===== config.mk =====
export PLATFORM = sky130hd
export DESIGN_NAME = anita3_trig_buffer_manager
export DESIGN_NICKNAME = d
export VERILOG_FILES = /design/src/rtl/anita3_trig_pkg.sv /design/src/rtl/anita3_buf_ring.sv /design/src/rtl/anita3_trig_buffer_manager.sv
export SDC_FILE = /design/constraint.sdc
export NUM_CORES = 1
export LEC_CHECK = 0
export BUFFER_PORTS_ARGS = -buffer_cell sky130_fd_sc_hd__clkbuf_2
export CAP_MARGIN = 20
export CORE_MARGIN = 5
export CORE_UTILIZATION = 53
export CTS_CLUSTER_DIAMETER = 40
export DETAILED_ROUTE_END_ITERATION = 8
export PLACE_DENSITY = 0.77
export SETUP_SLACK_MARGIN = 0.05
export SYNTH_ARGS = -nofsm -noshare
export SYNTH_HDL_FRONTEND = slang
export SYNTH_SLANG_ARGS = --single-unit

===== constraint.sdc =====
create_clock -name clk250_i -period 6.1 [get_ports clk250_i]
set_clock_uncertainty 0.2 [all_clocks]
set_input_delay 1.22 -clock clk250_i [delete_from_list [all_inputs] [get_ports clk250_i]]
set_output_delay 1.22 -clock clk250_i [all_outputs]
set_load 0.01 [all_outputs]

===== src/rtl/anita3_trig_pkg.sv =====
// Shared types and constants for the ANITA-3 trigger buffer manager.
// Source bit order matches trig_mask_i and trig_type_o.
package anita3_trig_pkg;

    typedef enum logic [1:0] {
        ST_IDLE  = 2'd0,
        ST_ISSUE = 2'd1,
        ST_HOLD  = 2'd2,
        ST_FULL  = 2'd3
    } trig_state_t;

    localparam int SRC_RF   = 0;
    localparam int SRC_PPS  = 1;
    localparam int SRC_EXT  = 2;
    localparam int SRC_SOFT = 3;

    localparam int CNT_W = 16;
    localparam logic [CNT_W-1:0] CNT_MAX = '1;

endpackage


===== src/rtl/anita3_buf_ring.sv =====
// SURF event buffer ring: write pointer plus per-buffer busy flags.
// Allocation and clear both land at the end of the cycle; no backpressure, the caller checks wr_busy.
module anita3_buf_ring
    import anita3_trig_pkg::*;
#(
    parameter int NUM_BUF = 4,
    localparam int PTR_W  = $clog2(NUM_BUF)
) (
    input  logic               clk250_i,
    input  logic               rst_n_i,
    input  logic               alloc,
    input  logic               clear,
    input  logic [PTR_W-1:0]   clear_buf,
    output logic [PTR_W-1:0]   wr_ptr,
    output logic               wr_busy,
    output logic [NUM_BUF-1:0] buf_busy
);

    logic [NUM_BUF-1:0] busy_nxt;

    // Set is applied after clear, so a same-cycle clear never undoes an allocation.
    always_comb begin
        busy_nxt = buf_busy;
        if (clear) busy_nxt[clear_buf] = 1'b0;
        if (alloc) busy_nxt[wr_ptr] = 1'b1;
    end

    always_ff @(posedge clk250_i) begin
        if (!rst_n_i) begin
            wr_ptr   <= '0;
            buf_busy <= '0;
        end else begin
            if (alloc) wr_ptr <= wr_ptr + PTR_W'(1);
            buf_busy <= busy_nxt;
        end
    end

    assign wr_busy = buf_busy[wr_ptr];

endmodule


===== src/rtl/anita3_trig_buffer_manager.sv =====
// Arbitrates RF/PPS/ext/soft trigger requests onto a ring of SURF buffers with holdoff.
// Latency 1 cycle (RF 2, via edge detect); requests while busy are dropped and counted, one soft request is held.
// TRIG_DEADTIME_COUNT_EN builds the FULL-state deadtime counter; otherwise deadtime_count_o reads 0.
module anita3_trig_buffer_manager
    import anita3_trig_pkg::*;
#(
    parameter int NUM_BUF        = 4,
    parameter int HOLDOFF_CYCLES = 32,
    localparam int PTR_W         = $clog2(NUM_BUF)
) (
    input  logic               clk250_i,
    input  logic               rst_n_i,
    input  logic               rf_trig_i,
    input  logic               soft_trig_i,
    input  logic               pps_trig_i,
    input  logic               ext_trig_i,
    input  logic [3:0]         trig_mask_i,
    input  logic               disable_i,
    input  logic               clear_i,
    input  logic [PTR_W-1:0]   clear_buf_i,
    output logic               trig_o,
    output logic [PTR_W-1:0]   trig_buf_o,
    output logic [3:0]         trig_type_o,
    output logic [NUM_BUF-1:0] buf_busy_o,
    output logic [CNT_W-1:0]   event_count_o,
    output logic [CNT_W-1:0]   lost_count_o,
    output logic [CNT_W-1:0]   deadtime_count_o
);

    localparam int HOLD_W = $clog2(HOLDOFF_CYCLES);
    localparam logic [HOLD_W-1:0] HOLD_LAST = HOLD_W'(HOLDOFF_CYCLES - 2);

    trig_state_t       state;
    logic              rf_prev, rf_edge_q, soft_pend;
    logic [HOLD_W-1:0] hold_cnt;
    logic [PTR_W-1:0]  wr_ptr;
    logic              wr_busy;
    logic [3:0]        src_raw, pend_vec, src_req, issue_set;
    logic              hold_done, alloc, blocked, pend_used, soft_lost, clr_hit;
    logic [2:0]        lost_inc;
    logic [CNT_W:0]    lost_sum;

    always_comb begin
        src_raw            = '0;
        src_raw[SRC_RF]    = rf_edge_q;
        src_raw[SRC_PPS]   = pps_trig_i;
        src_raw[SRC_EXT]   = ext_trig_i;
        src_raw[SRC_SOFT]  = soft_trig_i;
        pend_vec           = '0;
        pend_vec[SRC_SOFT] = soft_pend;
    end

    assign src_req   = src_raw & ~trig_mask_i;
    // The last HOLD cycle may launch a held soft request directly so it lands exactly one holdoff later.
    assign issue_set = (state == ST_IDLE) ? ((src_raw | pend_vec) & ~trig_mask_i)
                                          : (pend_vec & ~trig_mask_i);
    assign hold_done = (state == ST_HOLD) && (hold_cnt == HOLD_LAST);
    assign alloc     = !disable_i && !wr_busy && (|issue_set) && ((state == ST_IDLE) || hold_done);
    assign blocked   = !disable_i && ((state != ST_IDLE) || wr_busy);
    assign pend_used = alloc && issue_set[SRC_SOFT] && soft_pend;
    assign soft_lost = blocked && src_req[SRC_SOFT] && soft_pend && !pend_used;
    assign lost_inc  = blocked ? (3'(src_req[SRC_RF]) + 3'(src_req[SRC_PPS]) +
                                  3'(src_req[SRC_EXT]) + 3'(soft_lost)) : 3'd0;
    assign lost_sum  = {1'b0, lost_count_o} + (CNT_W+1)'(lost_inc);
    assign clr_hit   = clear_i && (clear_buf_i == wr_ptr);

    anita3_buf_ring #(
        .NUM_BUF(NUM_BUF)
    ) u_ring (
        .clk250_i (clk250_i),
        .rst_n_i  (rst_n_i),
        .alloc    (alloc),
        .clear    (clear_i),
        .clear_buf(clear_buf_i),
        .wr_ptr   (wr_ptr),
        .wr_busy  (wr_busy),
        .buf_busy (buf_busy_o)
    );

    always_ff @(posedge clk250_i) begin
        if (!rst_n_i) begin
            state         <= ST_IDLE;
            hold_cnt      <= '0;
            rf_prev       <= 1'b0;
            rf_edge_q     <= 1'b0;
            soft_pend     <= 1'b0;
            trig_o        <= 1'b0;
            trig_buf_o    <= '0;
            trig_type_o   <= '0;
            event_count_o <= '0;
            lost_count_o  <= '0;
        end else begin
            rf_prev     <= rf_trig_i;
            rf_edge_q   <= rf_trig_i & ~rf_prev;
            trig_o      <= alloc;
            trig_buf_o  <= alloc ? wr_ptr : '0;
            trig_type_o <= alloc ? issue_set : '0;
            if (alloc) event_count_o <= event_count_o + CNT_W'(1);
            lost_count_o <= lost_sum[CNT_W] ? CNT_MAX : lost_sum[CNT_W-1:0];

            if (pend_used)                           soft_pend <= blocked && src_req[SRC_SOFT];
            else if (blocked && src_req[SRC_SOFT])   soft_pend <= 1'b1;

            case (state)
                ST_IDLE: begin
                    if (alloc)                                      state <= ST_ISSUE;
                    else if (!disable_i && (|issue_set) && wr_busy) state <= ST_FULL;
                end
                ST_ISSUE: begin
                    hold_cnt <= '0;
                    state    <= ST_HOLD;
                end
                ST_HOLD: begin
                    if (hold_done) begin
                        if (alloc)        state <= ST_ISSUE;
                        else if (wr_busy) state <= ST_FULL;
                        else              state <= ST_IDLE;
                    end else begin
                        hold_cnt <= hold_cnt + HOLD_W'(1);
                    end
                end
                ST_FULL: begin
                    if (!wr_busy || clr_hit) state <= ST_IDLE;
                end
                default: state <= ST_IDLE;
            endcase
        end
    end

`ifdef TRIG_DEADTIME_COUNT_EN
    logic [CNT_W-1:0] dead_cnt;

    always_ff @(posedge clk250_i) begin
        if (!rst_n_i)                                       dead_cnt <= '0;
        else if ((state == ST_FULL) && (dead_cnt != CNT_MAX)) dead_cnt <= dead_cnt + CNT_W'(1);
    end

    assign deadtime_count_o = dead_cnt;
`else
    assign deadtime_count_o = '0;
`endif

endmodule


# Word level (Yosys, flattened, before mapping)
# Index checks and enable logic that the tools add are counted.
# W data, S select, Z words.
[classes] reduce_logical=29 add_sub_neg=7 muxes=22 eq_ne=9 magnitude_cmp=4 bitwise_logic=10
[op_table] operator="$add A16 B3 Y17" count=1
[op_table] operator="$add A16 B1 Y16 const B" count=1
[op_table] operator="$and A4 B4 Y4" count=4
[op_table] operator="$mux W16" count=1
[op_table] operator="$logic_and A1 B1 Y1" count=15
[op_table] operator="$mux W2" count=6
[op_table] operator="$mux W4" count=3
[op_table] operator="$pmux W5 S2" count=1
[op_table] operator="$not A4 Y4" count=2
[op_table] operator="$or A4 B4 Y4" count=2
[op_table] operator="$pmux W2 S4" count=1
[op_table] operator="$lt A2 B3 Y1 const B" count=2
[op_table] operator="$ne A2 B2 Y1 const B" count=3
[op_table] operator="$reduce_bool A2 Y1" count=3
[op_table] operator="$add A5 B1 Y5 const B" count=1
[op_table] operator="$eq A5 B5 Y1 const B" count=1
[op_table] operator="$mux W1" count=5
[op_table] operator="$mux W5" count=1
[op_table] operator="$demux W1 S2" count=2
[op_table] operator="$eq A2 B2 Y1 const B" count=2
[op_table] operator="$ge A2 B1 Y1 const B" count=2
[op_table] operator="$reduce_and A2 Y1" count=2
[op_table] operator="$reduce_or A4 Y1" count=1
[op_table] operator="$add A2 B1 Y3" count=1
[op_table] operator="other kinds (14)" count=18
[word_totals] elab_cells=93 inputBits=14 ff_bits=55

# Logic depth before layout (Yosys ltp)
# Gate-level depths: netlist of run 1.
[depth] ltp_word=14 mapped_depth=19

# Cells and area by module
# A second synthesis of run 1 with hierarchy kept.
[hier_totals] hier_cells=320 area_unflattened_um2=2806.4
[by_module_without_submodules] mod="anita3_trig_buffer_manager" area_each_um2=2487.4 instances=1 cells_each=288
[by_module_without_submodules] mod="anita3_buf_ring" area_each_um2=319.1 instances=1 cells_each=32

# Least setup slack after synthesis of run 1
# OpenSTA, ideal clock, no wires.
[synth_path] path_type="input-to-reg" from="in trig_mask_i[2]" to="reg lost_count_o[10]" arrival_time_ns=4.644 slack_ns=1.141 setup_ns=0.115 stages=16 n_path_buf=3 path_cell_list="nand2b_1 > a311oi_1 > o21a_1 > buf_2 > nor3b_1 > fa_1 > ha_1 > ha_1 > and2_1 > fa_1 > a21oi_1 > nor2b_1 > clkbuf_1 > and4_1 > clkbuf_1 > o21a_1"
[synth_via] elab_chain_cells=14 elab_cells_between_ends=17 cone_classes="add/sub: 3; mux: 3; bitwise: 4; reduce/logical: 7"
[synth_lines] item="from (decl)" line_no="anita3_trig_buffer_manager.sv:17" rtl="input logic [3:0] trig_mask_i,"
[synth_lines] item="$not A4 Y4 *" line_no="anita3_trig_buffer_manager.sv:53, anita3_trig_buffer_manager.sv:55, anita3_trig_buffer_manager.sv:56"
[synth_lines] item="$and A4 B4 Y4 (on tied branches)" line_no="anita3_trig_buffer_manager.sv:56, anita3_trig_buffer_manager.sv:55"
[synth_lines] item="$mux W4" line_no="anita3_trig_buffer_manager.sv:55" rtl="assign issue_set = (state == ST_IDLE) ? ((src_raw | pend_vec) & ~trig_mask_i)"
[synth_lines] item="$reduce_or A4 Y1" line_no="anita3_trig_buffer_manager.sv:58" rtl="assign alloc = !disable_i && !wr_busy && (|issue_set) && ((state == ST_IDLE) || hold_done);"
[synth_lines] item="$logic_and A1 B1 Y1 (2 in a row)" line_no="anita3_trig_buffer_manager.sv:58"
[synth_lines] item="$logic_and A1 B1 Y1 (2 in a row)" line_no="anita3_trig_buffer_manager.sv:60" rtl="assign pend_used = alloc && issue_set[SRC_SOFT] && soft_pend;"
[synth_lines] item="$logic_not A1 Y1" line_no="anita3_trig_buffer_manager.sv:61" rtl="assign soft_lost = blocked && src_req[SRC_SOFT] && soft_pend && !pend_used;"
[synth_lines] item="$logic_and A1 B1 Y1" line_no="anita3_trig_buffer_manager.sv:61"
[synth_lines] item="$add A3 B1 Y3 *" line_no="anita3_trig_buffer_manager.sv:63" rtl="3'(src_req[SRC_EXT]) + 3'(soft_lost)) : 3'd0;"
[synth_lines] item="$mux W3 *" line_no="anita3_trig_buffer_manager.sv:62" rtl="assign lost_inc = blocked ? (3'(src_req[SRC_RF]) + 3'(src_req[SRC_PPS]) +"
[synth_lines] item="$add A16 B3 Y17 *" line_no="anita3_trig_buffer_manager.sv:64" rtl="assign lost_sum = {1'b0, lost_count_o} + (CNT_W+1)'(lost_inc);"
[synth_lines] item="$mux W16 *" line_no="anita3_trig_buffer_manager.sv:99" rtl="lost_count_o <= lost_sum[CNT_W] ? CNT_MAX : lost_sum[CNT_W-1:0];"
[synth_lines] item="to (signal assigned)" line_no="anita3_trig_buffer_manager.sv:99"
[synth_lines] item="to (decl)" line_no="anita3_trig_buffer_manager.sv:26" rtl="output logic [CNT_W-1:0] lost_count_o,"
# Every way passes the cells marked *; elsewhere a longest branch is shown, timed or not.
# A chain may end at the register's enable or synchronous reset.

# Final worst setup path of run 1
[layout_path] from="in trig_mask_i[2]" to="reg lost_count_o[11]"
# The elaborated chain is that of the path after synthesis.

==> results of run 1 <==
[worst max-delay path by stage]
stage	from	cells past startpoint	endpoint
after floorplan	trig_mask_i[2]	16	lost_count_o[10]
after global placement	trig_mask_i[0]	15	lost_count_o[11]
after detailed placement	trig_mask_i[0]	15	lost_count_o[9]
after CTS	trig_mask_i[2]	15	lost_count_o[11]
after global routing	trig_mask_i[0]	15	lost_count_o[9]
final	trig_mask_i[2]	15	lost_count_o[11]
[flip-flops by register name, indices dropped and copies added (netlist names)]
| signal | flops |
|---|---|
| trig_buf_o | 2 |
| lost_count_o | 16 |
| u_ring.buf_busy | 4 |
| event_count_o | 16 |
| rf_prev | 1 |
| rf_edge_q | 1 |
| trig_type_o | 4 |
| u_ring.wr_ptr | 2 |
| soft_pend | 1 |
| hold_cnt | 5 |
| trig_o | 1 |
| state | 2 |
[report_power, final]
group	switching (µW)	internal (µW)	total, µW	leakage [µW]
Clock	116	133	249	0.0000612
Combinational	65.4	36.1	102	0.000875
Sequential	15.8	371	387	0.000445
[cells in the mapped netlist, types with 2 or more instances]
master / count / area, µm²
dfxtp_1: 55 / 1100
o21ai_0: 15 / 75.1
nor2_1: 28 / 105
or4_1: 7 / 52.6
nor3b_1: 2 / 15.0
nand2b_1: 5 / 31.3
nand4_1: 7 / 43.8
fa_1: 2 / 40.0
nand2_1: 30 / 113
ha_1: 12 / 150
mux2i_1: 2 / 20.0
a21oi_1: 28 / 140
or3_1: 4 / 25.0
o21a_1: 7 / 52.6
nand3_1: 12 / 60.1
inv_1: 13 / 48.8
xnor2_1: 5 / 43.8
o31ai_1: 8 / 60.1
a21o_1: 2 / 15.0
and2_1: 6 / 37.5
nor3_1: 12 / 60.1
buf_4: 16 / 120
a211oi_1: 3 / 22.5
xor2_1: 7 / 61.3
nor2b_1: 3 / 18.8
and3_1: 7 / 43.8
clkbuf_1: 14 / 52.6
[cells by family (layout without fill, tap and decap cells)]
family / Yosys count / count (layout)
AO/OA/AOI/OAI: 74 / 74
XOR/XNOR: 12 / 12
adder cells (fa/ha/maj): 14 / 14
buffers and inverters: 45 / 78
flip-flops: 55 / 55
multiplexers: 3 / 3
other: 1 / 16
AND/OR/NAND/NOR: 129 / 129
[cell type report]
class / count / area (µm²)
Sequential cell: 55 / 1100
Clock buffer: 6 / 82.6
Inverter: 13 / 48.8
Tap cell: 70 / 87.6
Timing Repair Buffer: 57 / 288
Fill cell: 485 / 1940
Multi-Input combinational cell: 248 / 1520
Clock inverter: 2 / 35.0
[metal layers]
layer	vias to the layer above	GRT usage	part of all wire
li1	1232	-	-
met1	1120	0.225	0.46
met2	62	0.313	0.47
met3	10	0.0369	0.057
met4	0	0.0703	0.012
met5	-	0	0
[metrics by stage]
stage,cells,setup WS (ns),total power [µW],hold WS [ns]
detailed placement,443,0.593,496,0.173
floorplan,348,1.14,479,0.167
CTS,451,0.933,743,0.186
global placement,443,0.772,493,0.172
global route,451,0.524,775,0.189
finish,451,0.880,737,0.186
==> impl_metrics.env, run 1 <==
export IMPL_via_count=2424
export IMPL_post_cts_resized=0
export IMPL_async_reset_ff_frac=0
export IMPL_fmax_ghz=0.192
export IMPL_p_leak_uw=0.00138
export IMPL_cts_setup_buffers=0
export IMPL_setup_tns_ns=0
export IMPL_cts_tree="built"
export IMPL_ys_seq_elements=55
export IMPL_path_buf_inv=1
export IMPL_rsz0062_at_grt="false"
export IMPL_worst_r2r_path_depth=14
export IMPL_power_density_mw_per_mm2=233
export IMPL_insertion_delay_ns=0.31
export IMPL_synthXorXnorAreaFrac=0.0375
export IMPL_die_width_um=82.7
export IMPL_synth_main_ff_cell="dfxtp_1"
export IMPL_critPathSlowestCell="and4_1"
export IMPL_arrival_ns=5.25
export IMPL_grt_pass1_wl_um=9720
export IMPL_final_area_mm2=0.00316
export IMPL_syn_to_final_growth_pct=12.9
export IMPL_final_common_cell="clkbuf_2"
export IMPL_synthAdderAreaFrac=0.0679
export IMPL_grt_util_all_layers=0.183
export IMPL_ios=73
export IMPL_antenna_found_initial=0
export IMPL_first_global_vias=2194
export IMPL_setup_viol=0
export IMPL_path_delay_family="simple AND/OR/NAND/NOR gates"
export IMPL_hp_start="rf_prev"
export IMPL_synth_mux_area_frac=0.0152
export IMPL_dp_hpwl_um=4510
export IMPL_status="finished clean"
export IMPL_hold_depth=1
export IMPL_min_period_ns=5.22
export IMPL_drive_gt1_frac=0.184
export IMPL_cp_max_fo=13
export IMPL_yosysUniqueCellTypes=48
export IMPL_crit_path_start_kind="input port"
export IMPL_first_iter_violations=211
export IMPL_drt_wirelength_per_cell_um=13.4
export IMPL_clk_pin_slew_worst_paths_ns=0.09
export IMPL_yosys_area_share_simple=0.234
export IMPL_critPathKind="in -> reg"
export IMPL_final_max_slew_viol_count=0
export IMPL_wl_um=6040
export IMPL_r2r_start="u_ring.wr_ptr[0]"
export IMPL_num_antenna_cells=0
export IMPL_synth_top_family_by_area="simple AND/OR/NAND/NOR gates"
export IMPL_grt_max_degree=30
export IMPL_slew_headroom=0.362
export IMPL_min_delay_worst_endpoint="rf_edge_q"
export IMPL_avgSynthCellArea_um2=8.42
export IMPL_layout_common_cells="clkbuf_2 (56), dfxtp_1 (55), nand2_1 (30)"
export IMPL_worst_pin_slew_ns=0.957
export IMPL_drc=0
export IMPL_synth_compound_area_share=0.167
export IMPL_post_route_period_util=0.856
export IMPL_synth_edff_count=0
export IMPL_ys_warn_count=0
export IMPL_cp_slowest_stage_delay_ns=0.54
export IMPL_rrSetupSlack_ns=1.02
export IMPL_r2r_end="lost_count_o[11]"
export IMPL_die_area_mm2=0.00684
export IMPL_final_hold_viol_count=0
export IMPL_drt_first_pass_iters=4
export IMPL_ir_worst_vdd_mv=0.0995
export IMPL_worstPathCellList="clkbuf_2 > nand2b_1 > a311oi_1 > o21a_1 > nor3b_1 > fa_1 > ha_1 > ha_1 > and2_1 > fa_1 > a21oi_1 > nor2b_1 > and4_1 > and4b_1 > nor3_1"
export IMPL_initial_utilization=0.549
export IMPL_yosysSeqAreaShare=0.393
export IMPL_syn_inst=333
export IMPL_ctsRootBufferMaster="clkbuf_8"
export IMPL_max_clock_path_buffers=2
export IMPL_rows=26
export IMPL_final_nets=408
export IMPL_cts_buffers_inserted=5
export IMPL_syn_area_mm2=0.00280
export IMPL_io_buffers=56
export IMPL_postRouteAntennaNets=0
export IMPL_maxCapViolCount=0
export IMPL_core_area_mm2=0.00511
export IMPL_hp_class="reg -> reg"
export IMPL_final_util=0.619
export IMPL_cts_hold_buf=0
export IMPL_avgViaCountPerCell=5.37
export IMPL_endpoint_kind="register"
export IMPL_grt_overflow=0
export IMPL_required_ns=6.13
export IMPL_clock_sinks=55
export IMPL_htreeDepth=2
export IMPL_die_y_um=82.7
export IMPL_dpl_instance_area_mm2=0.00305
export IMPL_place_gp_congestion=0.816
No activity file was read; power rests on OpenSTA's default activity.
==> inputs of run 2 (changes only) <==
--- a/config.mk
+++ b/config.mk
@@ -5,12 +5,14 @@
 export SDC_FILE = /design/constraint.sdc
 export NUM_CORES = 1
 export LEC_CHECK = 0
+export ABC_AREA = 1
 export BUFFER_PORTS_ARGS = -buffer_cell sky130_fd_sc_hd__clkbuf_2
 export CAP_MARGIN = 20
 export CORE_MARGIN = 5
-export CORE_UTILIZATION = 53
+export CORE_UTILIZATION = 54
 export CTS_CLUSTER_DIAMETER = 40
 export DETAILED_ROUTE_END_ITERATION = 8
+export HOLD_SLACK_MARGIN = 0.03
 export PLACE_DENSITY = 0.77
 export SETUP_SLACK_MARGIN = 0.05
 export SYNTH_ARGS = -nofsm -noshare
==> run 2 against run 1 <==
Critical path depth up 10; combinational power up 120%; die area up 6.2%; total power up 14%; synthesized cell count up 29%; fmax up 5.3%; final cell count up 23%; wire length up 3.9%; register-to-register slack better by 0.59 ns; first-iteration DRC count down 34%; sequential share of layout area down 2.5 points; critical endpoint is now lost_count_o[13].
==> impl_metrics.env, run 2 <==
export IMPL_num_antenna_cells=0
export IMPL_worst_pin_slew_ns=1.06
export IMPL_core_area_mm2=0.00551
export IMPL_maxCapViolCount=0
export IMPL_status="finished clean"
export IMPL_avgSynthCellArea_um2=7.13
export IMPL_htreeDepth=2
export IMPL_final_area_mm2=0.00340
export IMPL_p_comb_frac=0.273
export IMPL_endpoint_kind="register"
export IMPL_critPathKind="in -> reg"
export IMPL_setup_viol=0
export IMPL_syn_area_mm2=0.00306
export IMPL_placedCellCount=548
export IMPL_grt_max_degree=32
export IMPL_layout_common_cells="nand2_1 (93), inv_1 (61), clkbuf_2 (56)"
export IMPL_required_ns=6.16
export IMPL_p_int_uw=537
export IMPL_path_buf_inv=4
export IMPL_power_density_mw_per_mm2=247
export IMPL_die_width_um=85.3
export IMPL_ys_top_cells_by_area="dfxtp_1 (36%), nand2_1 (11%), inv_1 (7.5%)"
export IMPL_final_max_slew_viol_count=0
export IMPL_antenna_found_initial=0
export IMPL_first_global_vias=2604
export IMPL_hold_depth=1
export IMPL_io_buffers=56
export IMPL_clk_pin_slew_worst_paths_ns=0.10
export IMPL_yosysSeqAreaShare=0.360
export IMPL_reg_largest_list="event_count_o (16), lost_count_o (16), hold_cnt (5)"
export IMPL_dpl_instance_area_mm2=0.00332
export IMPL_power_frac_clock=0.232
export IMPL_drive_gt1_frac=0.186
export IMPL_cts_buffers_inserted=5
export IMPL_fmax_ghz=0.202
export IMPL_die_area_mm2=0.00727
export IMPL_initial_utilization=0.555
export IMPL_wl_um=6270
export IMPL_cp_max_fo=23
export IMPL_synthTopCellsByCount="nand2_1 (93), inv_1 (61), dfxtp_1 (55), nor2_1 (45), a21oi_1 (26)"
export IMPL_cts_hold_buf=0
export IMPL_multiInputGateArea_mm2=0.00160
export IMPL_rows=27
export IMPL_postRouteAntennaNets=0
export IMPL_cts_setup_buffers=0
export IMPL_finalNonFillerCells=556
export IMPL_via_count=2735
export IMPL_avgViaCountPerCell=4.92
export IMPL_grt_overflow=0
export IMPL_ys_warn_count=0
export IMPL_crit_cells=25
export IMPL_arrival_ns=5.02
export IMPL_ys_seq_elements=55
export IMPL_synth_most_common_cell="nand2_1"
export IMPL_hp_class="reg -> reg"
export IMPL_slew_headroom=0.294
export IMPL_seqPwrFrac=0.495
export IMPL_yosysUniqueCellTypes=37
export IMPL_post_route_period_util=0.813
export IMPL_grt_util_all_layers=0.181
export IMPL_drt_first_pass_iters=4
export IMPL_place_gp_congestion=0.865
export IMPL_ir_worst_vdd_mv=0.137
export IMPL_synth_top_area_frac=0.360
export IMPL_final_common_cell="nand2_1"
export IMPL_critPathSlowestCell="fa_1"
export IMPL_synth_main_ff_cell="dfxtp_1"
export IMPL_syn_to_final_growth_pct=11.3
export IMPL_async_reset_ff_frac=0
export IMPL_swShare=0.360
export IMPL_cts_tree="built"
export IMPL_final_nets=511
export IMPL_post_cts_resized=0
export IMPL_final_hold_viol_count=0
export IMPL_insertion_delay_ns=0.30
export IMPL_synth_edff_count=0
export IMPL_cpMostUsedCell="nand2_1"
export IMPL_worst_r2r_path_depth=25
export IMPL_yosysTopAreaCell="dfxtp_1"
export IMPL_crit_path_start_kind="input port"
export IMPL_p_leak_uw=0.00161
export IMPL_switchingPower_uw=302
export IMPL_drc=0
export IMPL_max_clock_path_buffers=2
export IMPL_cp_slowest_stage_delay_ns=0.47
export IMPL_dp_hpwl_um=4820
export IMPL_ff_latch_area_mm2=0.00110
export IMPL_grt_pass1_wl_um=11100
export IMPL_clock_sinks=55
export IMPL_min_period_ns=4.96
export IMPL_setup_tns_ns=0
export IMPL_rsz0062_at_grt="false"
export IMPL_syn_inst=429
export IMPL_ctsRootBufferMaster="clkbuf_8"
export IMPL_first_iter_violations=140
export IMPL_ios=73
export IMPL_die_y_um=85.3
export IMPL_drt_wirelength_per_cell_um=11.3
export IMPL_fillers=524
export IMPL_power_uw=839
export IMPL_path_delay_family="simple AND/OR/NAND/NOR gates"
## run 2: changes by cell type in the layout (fill, tap and decap cells not counted), moves of 6 or more
cell | before | now
o21a_1 | 7 | 1
nor3_1 | 12 | 18
o31ai_1 | 8 | 0
and2_1 | 6 | 0
and3_1 | 7 | 1
inv_1 | 13 | 61
or4_1 | 7 | 0
nand2_1 | 30 | 93
nand3_1 | 12 | 24
nor2_1 | 28 | 45
## run 2: layout make-up
type / instances / share of cell area
clock buffers: 6 / 0.0213
well taps: 72 / 0.0265
repair buffers: 56 / 0.0824
flip-flops and latches: 55 / 0.324
clock inverters: 2 / 0.00368
multi-input cells: 299 / 0.469
inverters: 66 / 0.0735
## run 2: per-layer routing
layer	vias up	global-route usage	wire length, µm
li1	1414	-	-
met1	1232	0.223	2760
met2	75	0.309	2950
met3	14	0.0359	417
met4	0	0.0719	138
met5	-	0	0
## run 2: power groups by stage
stage | logic, µW | registers, µW | clock network, µW
floorplan | 189 | 423 | 0
global placement | 223 | 423 | 0
detailed placement | 228 | 424 | 0
CTS | 229 | 415 | 202
global route | 265 | 419 | 218
finish | 229 | 416 | 195
## run 2: logic make-up (layout without fill, tap and decap cells)
logic type | after synthesis | in the layout | synth area share
xor+xnor | 17 | 17 | 0.0487
simple gates | 205 | 205 | 0.309
flops | 55 | 55 | 0.360
buf+inv | 90 | 130 | 0.136
fa+ha+maj | 14 | 14 | 0.0622
other cells | 1 | 16 | 0.00123
compound gates | 47 | 47 | 0.0827
## run 2: worst paths after layout
| check | slack (ns) | start | end |
|---|---|---|---|
| max | 1.14 | trig_mask_i[3] | lost_count_o[13] |
| min | 0.19 | rf_prev | rf_edge_q |
| max reg2reg | 1.61 | u_ring.wr_ptr[0] | lost_count_o[13] |
| min reg2reg | 0.19 | rf_prev | rf_edge_q |
## run 2: per-stage QoR
step | hold WS [ns] | util | worst slack (ns)
after floorplan | 0.168 | - | 1.59
after global placement | 0.178 | 0.603 | 1.00
after detailed placement | 0.182 | 0.603 | 0.788
after CTS | 0.195 | 0.618 | 1.12
after global routing | 0.209 | 0.618 | 0.687
final | 0.191 | 0.618 | 1.14
==> inputs of run 3 (changes only) <==
--- a/config.mk
+++ b/config.mk
@@ -9,11 +9,11 @@
 export BUFFER_PORTS_ARGS = -buffer_cell sky130_fd_sc_hd__clkbuf_2
 export CAP_MARGIN = 20
 export CORE_MARGIN = 5
-export CORE_UTILIZATION = 54
+export CORE_UTILIZATION = 49
 export CTS_CLUSTER_DIAMETER = 40
 export DETAILED_ROUTE_END_ITERATION = 8
 export HOLD_SLACK_MARGIN = 0.03
-export PLACE_DENSITY = 0.77
+export PLACE_DENSITY = 0.74
 export SETUP_SLACK_MARGIN = 0.05
 export SYNTH_ARGS = -nofsm -noshare
 export SYNTH_HDL_FRONTEND = slang
==> constraint.sdc (replaced) <==
create_clock -name clk250_i -period 4.2 [get_ports clk250_i]
set_clock_uncertainty 0.2 [all_clocks]
set_input_delay 0.84 -clock clk250_i [delete_from_list [all_inputs] [get_ports clk250_i]]
set_output_delay 0.84 -clock clk250_i [all_outputs]
set_load 0.01 [all_outputs]
==> run 3 against run 2 <==
Clock-buffer cell count grew 1; critical path depth increased by 1; combinational power grew 67%; core utilization increased by 0.12 points; global-route usage down 1.0 points; worst setup slack got worse by 0.97 ns; design area rose by 9.0%; first-iteration DRC count shrank 21%; sequential power is 45% higher; register-to-register slack worse by 1.4 ns; largest cell class unchanged; largest power group unchanged; highest routed layer unchanged.
==> impl_metrics.env, run 3 (synthesis results as in run 2) <==
export IMPL_dp_hpwl_um=4930
export IMPL_final_max_slew_viol_count=0
export IMPL_grt_util_all_layers=0.171
export IMPL_max_clock_path_buffers=2
export IMPL_layout_setup_ws_ns=0.173
export IMPL_final_common_cell="nand2_1"
export IMPL_status="finished clean"
export IMPL_hp_class="reg -> reg"
export IMPL_finalNonFillerCells=581
export IMPL_timing_hold_ws_ns=0.196
export IMPL_cts_buffers_inserted=5
export IMPL_htreeDepth=2
export IMPL_drc=0
export IMPL_rows=28
export IMPL_drt_first_pass_iters=4
export IMPL_grt_overflow=0
export IMPL_final_util=0.619
export IMPL_via_count=2781
export IMPL_setup_viol=0
export IMPL_antenna_found_initial=0
export IMPL_first_global_vias=2537
export IMPL_drt_wirelength_per_cell_um=11.5
export IMPL_grt_pass1_wl_um=11000
export IMPL_layout_common_cells="nand2_1 (85), inv_1 (57), clkbuf_2 (55)"
export IMPL_die_area_mm2=0.00792
export IMPL_reg_largest_list="event_count_o (16), lost_count_o (16), hold_cnt (5)"
export IMPL_fmax_ghz=0.248
export IMPL_worst_pin_slew_ns=0.512
export IMPL_slew_headroom=0.657
export IMPL_ir_worst_vdd_mv=0.191
export IMPL_min_period_ns=4.03
export IMPL_rsz0062_at_grt="true"
export IMPL_crit_path_start_kind="input port"
export IMPL_placedCellCount=567
export IMPL_dp_slack_ns=-0.241
export IMPL_final_nets=533
export IMPL_core_area_mm2=0.00599
export IMPL_p_leak_uw=0.00173
export IMPL_insertion_delay_ns=0.30
export IMPL_avgViaCountPerCell=4.79
export IMPL_final_hold_viol_count=0
export IMPL_wl_um=6660
export IMPL_power_density_mw_per_mm2=342
export IMPL_clk_pin_slew_worst_paths_ns=0.09
export IMPL_ctsRootBufferMaster="clkbuf_8"
export IMPL_grt_max_degree=23
export IMPL_required_ns=4.20
export IMPL_num_antenna_cells=0
export IMPL_initial_utilization=0.510
export IMPL_syn_to_final_growth_pct=21.3
export IMPL_clock_sinks=55
export IMPL_cp_max_fo=5
export IMPL_critPathKind="in -> reg"
export IMPL_cts_tree="built"
export IMPL_postRouteAntennaNets=0
export IMPL_first_iter_violations=110
export IMPL_drive_gt1_frac=0.269
export IMPL_arrival_ns=4.03
export IMPL_place_gp_congestion=0.853
export IMPL_power_uw=1270
export IMPL_post_route_period_util=0.959
export IMPL_maxCapViolCount=0
export IMPL_die_width_um=89.0
export IMPL_die_y_um=89.0
export IMPL_ios=73
export IMPL_endpoint_kind="register"
export IMPL_io_buffers=56
## run 3: where the power goes
part / internal, µW / switching, µW
Clock: 118 / 164
Sequential: 560 / 45.1
Combinational: 134 / 249
## run 3: path summary, 6_finish.rpt
check                           cells past startpoint  slack [ns]             start                to
worst min register to register                      1        0.20           rf_prev         rf_edge_q
worst max register to register                     24        0.23  u_ring.wr_ptr[0]  lost_count_o[14]
worst min-delay path                                1        0.20           rf_prev         rf_edge_q
worst max-delay path                               26        0.17    trig_mask_i[3]  lost_count_o[14]
## run 3: final cells by class
| type | instances | area, µm² |
|---|---|---|
| clock inverter | 1 | 5.00 |
| multi-input combinational | 299 | 1730 |
| inverter | 66 | 253 |
| sequential | 55 | 1100 |
| fill | 522 | 2280 |
| clock buffer | 7 | 76.3 |
| tap | 75 | 93.8 |
| timing repair buffer | 78 | 452 |
## run 3: routing by layer
| metal | wire length [µm] | vias to the layer above | global-route usage |
|---|---|---|---|
| met1 | 2960 | 1262 | 0.214 |
| met2 | 3300 | 54 | 0.302 |
| met4 | 82 | 0 | 0.0487 |
| met5 | 0 | - | 0 |
| li1 | - | 1457 | - |
| met3 | 310 | 8 | 0.0295 |
## run 3: worst max-delay path, cell delays in order
cell and delay, ns:
clkbuf_2 0.12, nor2_4 0.10, nand2_1 0.07, nand2_2 0.08, nor2_1 0.04, nand2_1 0.11
nand3_4 0.10, inv_4 0.07, nand2_4 0.06, nand2_4 0.08, nor2_4 0.03, fa_1 0.48
ha_4 0.29, inv_2 0.03, nor2_2 0.08, ha_2 0.20, fa_2 0.21, nand2_2 0.06
nand2_2 0.10, nand3_4 0.08, nor3_4 0.30, nand3_4 0.17, nor2_4 0.16, nand2_1 0.05
nand3_1 0.08, inv_1 0.05
## run 3: stage by stage
| stage | setup TNS [ns] | cell area (µm²) |
|---|---|---|
| floorplan | 0 | 3110 |
| global placement | -0.244 | 3440 |
| finish | 0 | 3710 |
| CTS | 0 | 3520 |
| detailed placement | -2.99 | 3440 |
| global route | -0.0460 | 3710 |
## run 3: timing repair
item	4_1_cts	5_1_grt
gates resized for setup	0	42
endpoints found under the setup margin	0	16
setup buffers	0	6
hold buffers	0	0
